`config.mk`:
```
export PLATFORM = sky130hd
export DESIGN_NAME = nibble_serial_adder_ctrl_flat
export DESIGN_NICKNAME = d
export VERILOG_FILES = /design/src/rtl/nibble_serial_adder_ctrl_if.sv /design/src/rtl/nibble_serial_adder_ctrl.sv /design/src/flat_wrapper.sv
export SDC_FILE = /design/constraint.sdc
export NUM_CORES = 1
export LEC_CHECK = 0
export CAP_MARGIN = 20
export CORE_MARGIN = 8
export CORE_UTILIZATION = 51
export CTS_CLUSTER_SIZE = 10
export DETAILED_ROUTE_END_ITERATION = 8
export GPL_ROUTABILITY_DRIVEN = 0
export HOLD_SLACK_MARGIN = 0.02
export PLACE_DENSITY = 0.79
export SYNTH_ARGS = -nofsm -noshare
export SYNTH_HDL_FRONTEND = slang
export SYNTH_SLANG_ARGS = --single-unit
```
`constraint.sdc`:
```
create_clock -name clk -period 3.9 [get_ports clk]
set_input_delay 0.78 -clock clk [delete_from_list [all_inputs] [get_ports clk]]
set_output_delay 0.78 -clock clk [all_outputs]
set_load 0.1 [all_outputs]
```
`src/rtl/nibble_serial_adder_ctrl_if.sv`:
```
// nibble_serial_adder_ctrl_if: start/busy/done handshake and operand/result bus
interface nibble_serial_adder_ctrl_if #(parameter int NIBBLES = 4);
  logic start;
  logic [4*NIBBLES-1:0] a;
  logic [4*NIBBLES-1:0] b;
  logic busy;
  logic done;
  logic [4*NIBBLES-1:0] sum;
  logic cout;
  modport master (output start, a, b, input busy, done, sum, cout);
  modport slave (input start, a, b, output busy, done, sum, cout);
endinterface

```
`src/rtl/nibble_serial_adder_ctrl.sv`:
```
// nibble_serial_adder_ctrl: wide unsigned add by sequencing one 4-bit slice LSB-first
module nibble_serial_adder_ctrl #(parameter int NIBBLES = 4) (
  input logic clk,
  input logic rst,
  nibble_serial_adder_ctrl_if.slave bus
);
  localparam int W = 4*NIBBLES;
  localparam int IW = $clog2(NIBBLES)+1;
  typedef enum logic [1:0] {IDLE, ADD, DONE} state_t;
  state_t state, state_n;
  logic [W-1:0] a_q, b_q, sum_q;
  logic [IW-1:0] idx;
  logic carry, cout_q, last;
  logic [4:0] slice;
  assign slice = {1'b0, a_q[4*idx+:4]} + {1'b0, b_q[4*idx+:4]} + {4'b0, carry};
  assign last = idx == IW'(NIBBLES-1);
  always_comb begin
    state_n = (state == IDLE) ? (bus.start ? ADD : IDLE) :
              (state == ADD) ? (last ? DONE : ADD) : IDLE;
  end
  always_ff @(posedge clk or posedge rst) begin
    if (rst) begin
      state <= IDLE;
      a_q <= '0;
      b_q <= '0;
      sum_q <= '0;
      idx <= '0;
      carry <= 1'b0;
      cout_q <= 1'b0;
    end else begin
      state <= state_n;
      if (state == IDLE && bus.start) begin
        a_q <= bus.a;
        b_q <= bus.b;
        sum_q <= '0;
        idx <= '0;
        carry <= 1'b0;
      end
      if (state == ADD) begin
        sum_q[4*idx+:4] <= slice[3:0];
        carry <= slice[4];
        if (last) cout_q <= slice[4];
        else idx <= idx + IW'(1);
      end
    end
  end
  assign bus.busy = state == ADD;
  assign bus.done = state == DONE;
  assign bus.sum = sum_q;
  assign bus.cout = cout_q;
endmodule

```
`src/flat_wrapper.sv`:
```
// flat-port wrapper written by rule: the top's interface ports become plain ports
module nibble_serial_adder_ctrl_flat 
#(parameter int NIBBLES = 4)
  (clk, rst, bus_start, bus_a, bus_b, bus_busy, bus_done, bus_sum, bus_cout);
  nibble_serial_adder_ctrl_if #(.NIBBLES(NIBBLES)) bus_i ();
  input logic clk;
  input logic rst;
  input wire logic [$bits(bus_i.start)-1:0] bus_start;
  input wire logic [$bits(bus_i.a)-1:0] bus_a;
  input wire logic [$bits(bus_i.b)-1:0] bus_b;
  output wire logic [$bits(bus_i.busy)-1:0] bus_busy;
  output wire logic [$bits(bus_i.done)-1:0] bus_done;
  output wire logic [$bits(bus_i.sum)-1:0] bus_sum;
  output wire logic [$bits(bus_i.cout)-1:0] bus_cout;
  assign bus_i.start = bus_start;
  assign bus_i.a = bus_a;
  assign bus_i.b = bus_b;
  assign bus_busy = bus_i.busy;
  assign bus_done = bus_i.done;
  assign bus_sum = bus_i.sum;
  assign bus_cout = bus_i.cout;
  nibble_serial_adder_ctrl #(.NIBBLES(NIBBLES)) u_core (.clk(clk), .rst(rst), .bus(bus_i));
endmodule
```
==> run_results.csv <==
group,metric,value,unit
setup_path,critical_path_class,"flop to flop",
logic_synthesis,synthesis.instances,257,
routing,drc,0,
clocking,numClockSinks,55,
global_routing,pin_count_of_the_biggest_net_entering_global_routing,38,
clocking,clkSlewWorstSetupHoldPaths,90,ps
routing,drt.antenna.violating_nets,0,
setup_path,timing.critical_path.from,"u_core.idx[0]$_DFF_PP0_",
setup_path,timing.critical_path.arrival,3280,ps
die,floorplan.initialDensity,52.48,%
layout,final_cells,377,
logic_synthesis,synth_seq_cells,55,
layout,fin_nets,352,
global_routing,antenna_violations_before_repair,0,
timing,finalCriticalPeriod,3034,ps
power_and_ir_drop,power_per_cell_area,949.8,nW/µm²
timing,finalClockSkew,13.99,ps
clocking,cts_post_setup_buffers_inserted,0,
routing,detailroute.via_count,1977,
setup_path,rr_startpoint,"u_core.idx[0]$_DFF_PP0_",
die,placeableCoreArea,5042,µm²
global_routing,grt_first_pass_wirelength,9.625,mm
logic_synthesis,net_count_synth,303,
power_and_ir_drop,p_seq_share,31.8,%
power_and_ir_drop,p_sw,1.520,mW
clocking,cts-htree-levels,2,
global_routing,grtUsageTotal,15.90,%
run,max_cap_viol_count,0,
layout,post_route_cells_drive_above_1_share,8.143,%
timing,final_hold_viol_count,0,
clocking,cts_resized,0,
timing,fmax,0.3296,GHz
setup_path,startpoint_type,"flop",
logic_synthesis,synthArstFlopShare,100.0,%
die,fp.dieArea,7750,µm²
power_and_ir_drop,clockPowerShare,10.7,%
die,number_of_rows_created_at_floorplan,26,
timing,post-route-worst-setup-slack,866.0,ps
die,die_width,88.04,µm
routing,firstDrtPassIters,4,
timing,final-setup-viol-count,0,
place,number_of_buffers_inserted_by_port_buffering,53,
setup_path,timing.rr.end,"u_core.bus.sum[2]$_DFF_PP0_",
setup_path,required_time_of_the_critical_path,4140,ps
layout,fillCellCount,405,
power_and_ir_drop,internal_power,1.634,mW
layout,final_cell_mix,"sky130_fd_sc_hd__nand2_1, sky130_fd_sc_hd__dfrtp_1, sky130_fd_sc_hd__clkdlybuf4s50_1",
logic_synthesis,yosysWarningCount,0,
global_routing,global_route.overflow_total,0,
layout,syn_to_layout_area_delta,25.48,%
outcome,run_status,"completed",
timing,final.period_utilization,77.79,%
timing,worstMarginPinSlew,972.2,ps
logic_synthesis,post_synthesis_area_per_instance,10.30,µm²
power_and_ir_drop,peakVddDrop,499.7,µV
clocking,holdBufCountCts,0,
routing,drt_first_iter_violations,104,
logic_synthesis,post_synth_instance_area,2646,µm²
die,dieHeight,88.04,µm
place,pre_cts_ws,825.1,ps
logic_synthesis,synth_ff_type,"sky130_fd_sc_hd__dfrtp_1",
setup_path,r2r.worst_path.cells,6,
setup_path,worst_setup_path_end_kind,"flop",
timing,slew_headroom,34.99,%
logic_synthesis,synthDistinctLibCells,37,
routing,post_drt_wl_per_cell,14.66,µm
setup_path,timing.critical_path.to,"u_core.bus.sum[2]$_DFF_PP0_",
clocking,tritoncts.num_buffers,5,
global_routing,grt_pass1_vias,2072,
clocking,cts_tree,"done",
layout,antenna-diode-count,0,
place,placed_cells_incl_taps,369,
power_and_ir_drop,leakage,1.632,nW
setup_path,rrSetupSlack,870,ps
timing,setup_total_negative_slack,0,ps
layout,seqCellArea,1376,µm²
hold_path,class_of_the_most_critical_hold_timing_path,"flop to flop",
timing,grt_setup_unrepaired,"false",
power_and_ir_drop,sw_frac_of_total,48.19,%
clocking,cts_root_buffer,"sky130_fd_sc_hd__clkbuf_8",
clocking,clk-insertion-delay-late,310,ps
routing,detail_route.vias_per_cell,5.244,
layout,multi_input_comb_area,1194,µm²
layout,layout.cells.most_common,"sky130_fd_sc_hd__nand2_1",
place,post-dp-hpwl,4.114,mm
setup_path,crit_fanout,14,
routing,routed_wirelength,5.528,mm
die,ios,54,
logic_synthesis,synth_enable_flop_cells,0,
timing,timing_max_transition_violations_final,0,
logic_synthesis,synth.yosys.seq_area_share,52.01,%
power_and_ir_drop,power_frac_comb,57.5,%
clocking,cts_buffer_depth,2,
==> worst min-delay path by stage <==
stage / slack [ps] / end / cells after the start / start
6_report: 480 / u_core.a_q[6]$_DFFE_PP0P_ / 2 / u_core.a_q[6]$_DFFE_PP0P_
5_1_grt: 500 / u_core.a_q[14]$_DFFE_PP0P_ / 2 / u_core.a_q[14]$_DFFE_PP0P_
4_1_cts: 480 / u_core.a_q[11]$_DFFE_PP0P_ / 2 / u_core.a_q[11]$_DFFE_PP0P_
3_5_place_dp: 460 / u_core.a_q[11]$_DFFE_PP0P_ / 2 / u_core.a_q[11]$_DFFE_PP0P_
3_3_place_gp: 460 / u_core.a_q[6]$_DFFE_PP0P_ / 2 / u_core.a_q[6]$_DFFE_PP0P_
2_1_floorplan: 440 / u_core.a_q[10]$_DFFE_PP0P_ / 2 / u_core.a_q[10]$_DFFE_PP0P_
==> final cells by class <==
cell class | count | share of cell area, %
Inverter | 6 | 0.6782
Sequential cell | 55 | 41.45
Clock buffer | 8 | 3.014
Multi-Input combinational cell | 183 | 35.95
Tap cell | 70 | 2.638
Timing Repair Buffer | 55 | 16.28
==> metal layers <==
layer	global-route usage, %	vias up	routed length, µm
met5	0	-	0
met4	6.452	0	91
met3	3.565	8	290
met2	25.03	51	2585
met1	20.67	954	2560
li1	-	964	-
==> cells in the mapped netlist (2+ instances only) <==
library cell | n | area [µm²]
sky130_fd_sc_hd__a21o_1 | 6 | 45.04
sky130_fd_sc_hd__a21oi_1 | 3 | 15.01
sky130_fd_sc_hd__a22o_1 | 9 | 78.83
sky130_fd_sc_hd__a32o_1 | 3 | 30.03
sky130_fd_sc_hd__and2_1 | 9 | 56.30
sky130_fd_sc_hd__and3_1 | 2 | 12.51
sky130_fd_sc_hd__buf_2 | 2 | 10.01
sky130_fd_sc_hd__clkbuf_1 | 10 | 37.54
sky130_fd_sc_hd__dfrtp_1 | 55 | 1376
sky130_fd_sc_hd__fa_1 | 2 | 40.04
sky130_fd_sc_hd__ha_1 | 9 | 112.6
sky130_fd_sc_hd__inv_1 | 6 | 22.52
sky130_fd_sc_hd__mux2i_1 | 3 | 30.03
sky130_fd_sc_hd__mux4_2 | 8 | 180.2
sky130_fd_sc_hd__nand2_1 | 99 | 371.6
sky130_fd_sc_hd__nand2b_1 | 2 | 12.51
sky130_fd_sc_hd__nand3_1 | 6 | 30.03
sky130_fd_sc_hd__nor2_1 | 2 | 7.510
sky130_fd_sc_hd__nor2b_1 | 2 | 12.51
sky130_fd_sc_hd__o21ai_0 | 2 | 10.01
==> critical path: stages (launching register included) <==
cell                      delay [ps]
sky130_fd_sc_hd__dfrtp_1         800
sky130_fd_sc_hd__mux4_2          580
sky130_fd_sc_hd__and2_1          180
sky130_fd_sc_hd__fa_1            440
sky130_fd_sc_hd__fa_1            410
sky130_fd_sc_hd__xor2_1          340
sky130_fd_sc_hd__mux2_4          220
==> kinds of logic after synthesis <==
kind of cell | after synthesis | synth area share (%)
adder cells (fa/ha/maj) | 11 | 5.768
buffers and inverters | 19 | 3.073
AND/OR/NAND/NOR | 131 | 21.99
flip-flops | 55 | 52.01
AO/OA/AOI/OAI | 28 | 8.322
multiplexers | 12 | 8.510
XOR/XNOR | 1 | 0.3310
==> per-stage QoR <==
step	area (µm²)	util, %	power, mW	hold slack, ps
global route	3321	65.86	3.397	504.8
finish	3321	65.86	3.154	483.5
detailed placement	3221	63.87	2.838	459.4
floorplan	2646	-	2.422	440.3
CTS	3321	65.86	3.179	482.0
global placement	3221	63.87	2.782	456.4
==> power groups by stage <==
stage	Clock (mW)	Combinational [mW]	Sequential (mW)
after floorplan	0	1.08	1.35
after global placement	0	1.78	1.01
after detailed placement	0	1.82	1.02
after CTS	0.345	1.83	1.01
after global routing	0.366	1.99	1.04
final	0.337	1.81	1.00
==> sequential cells by signal (all words and copies together), names as in the netlist <==
name             cells
u_core.a_q          16
u_core.b_q          16
u_core.bus.cout      1
u_core.bus.sum      16
u_core.carry         1
u_core.idx           3
u_core.state         2
Power figures use the tool's default switching activity.
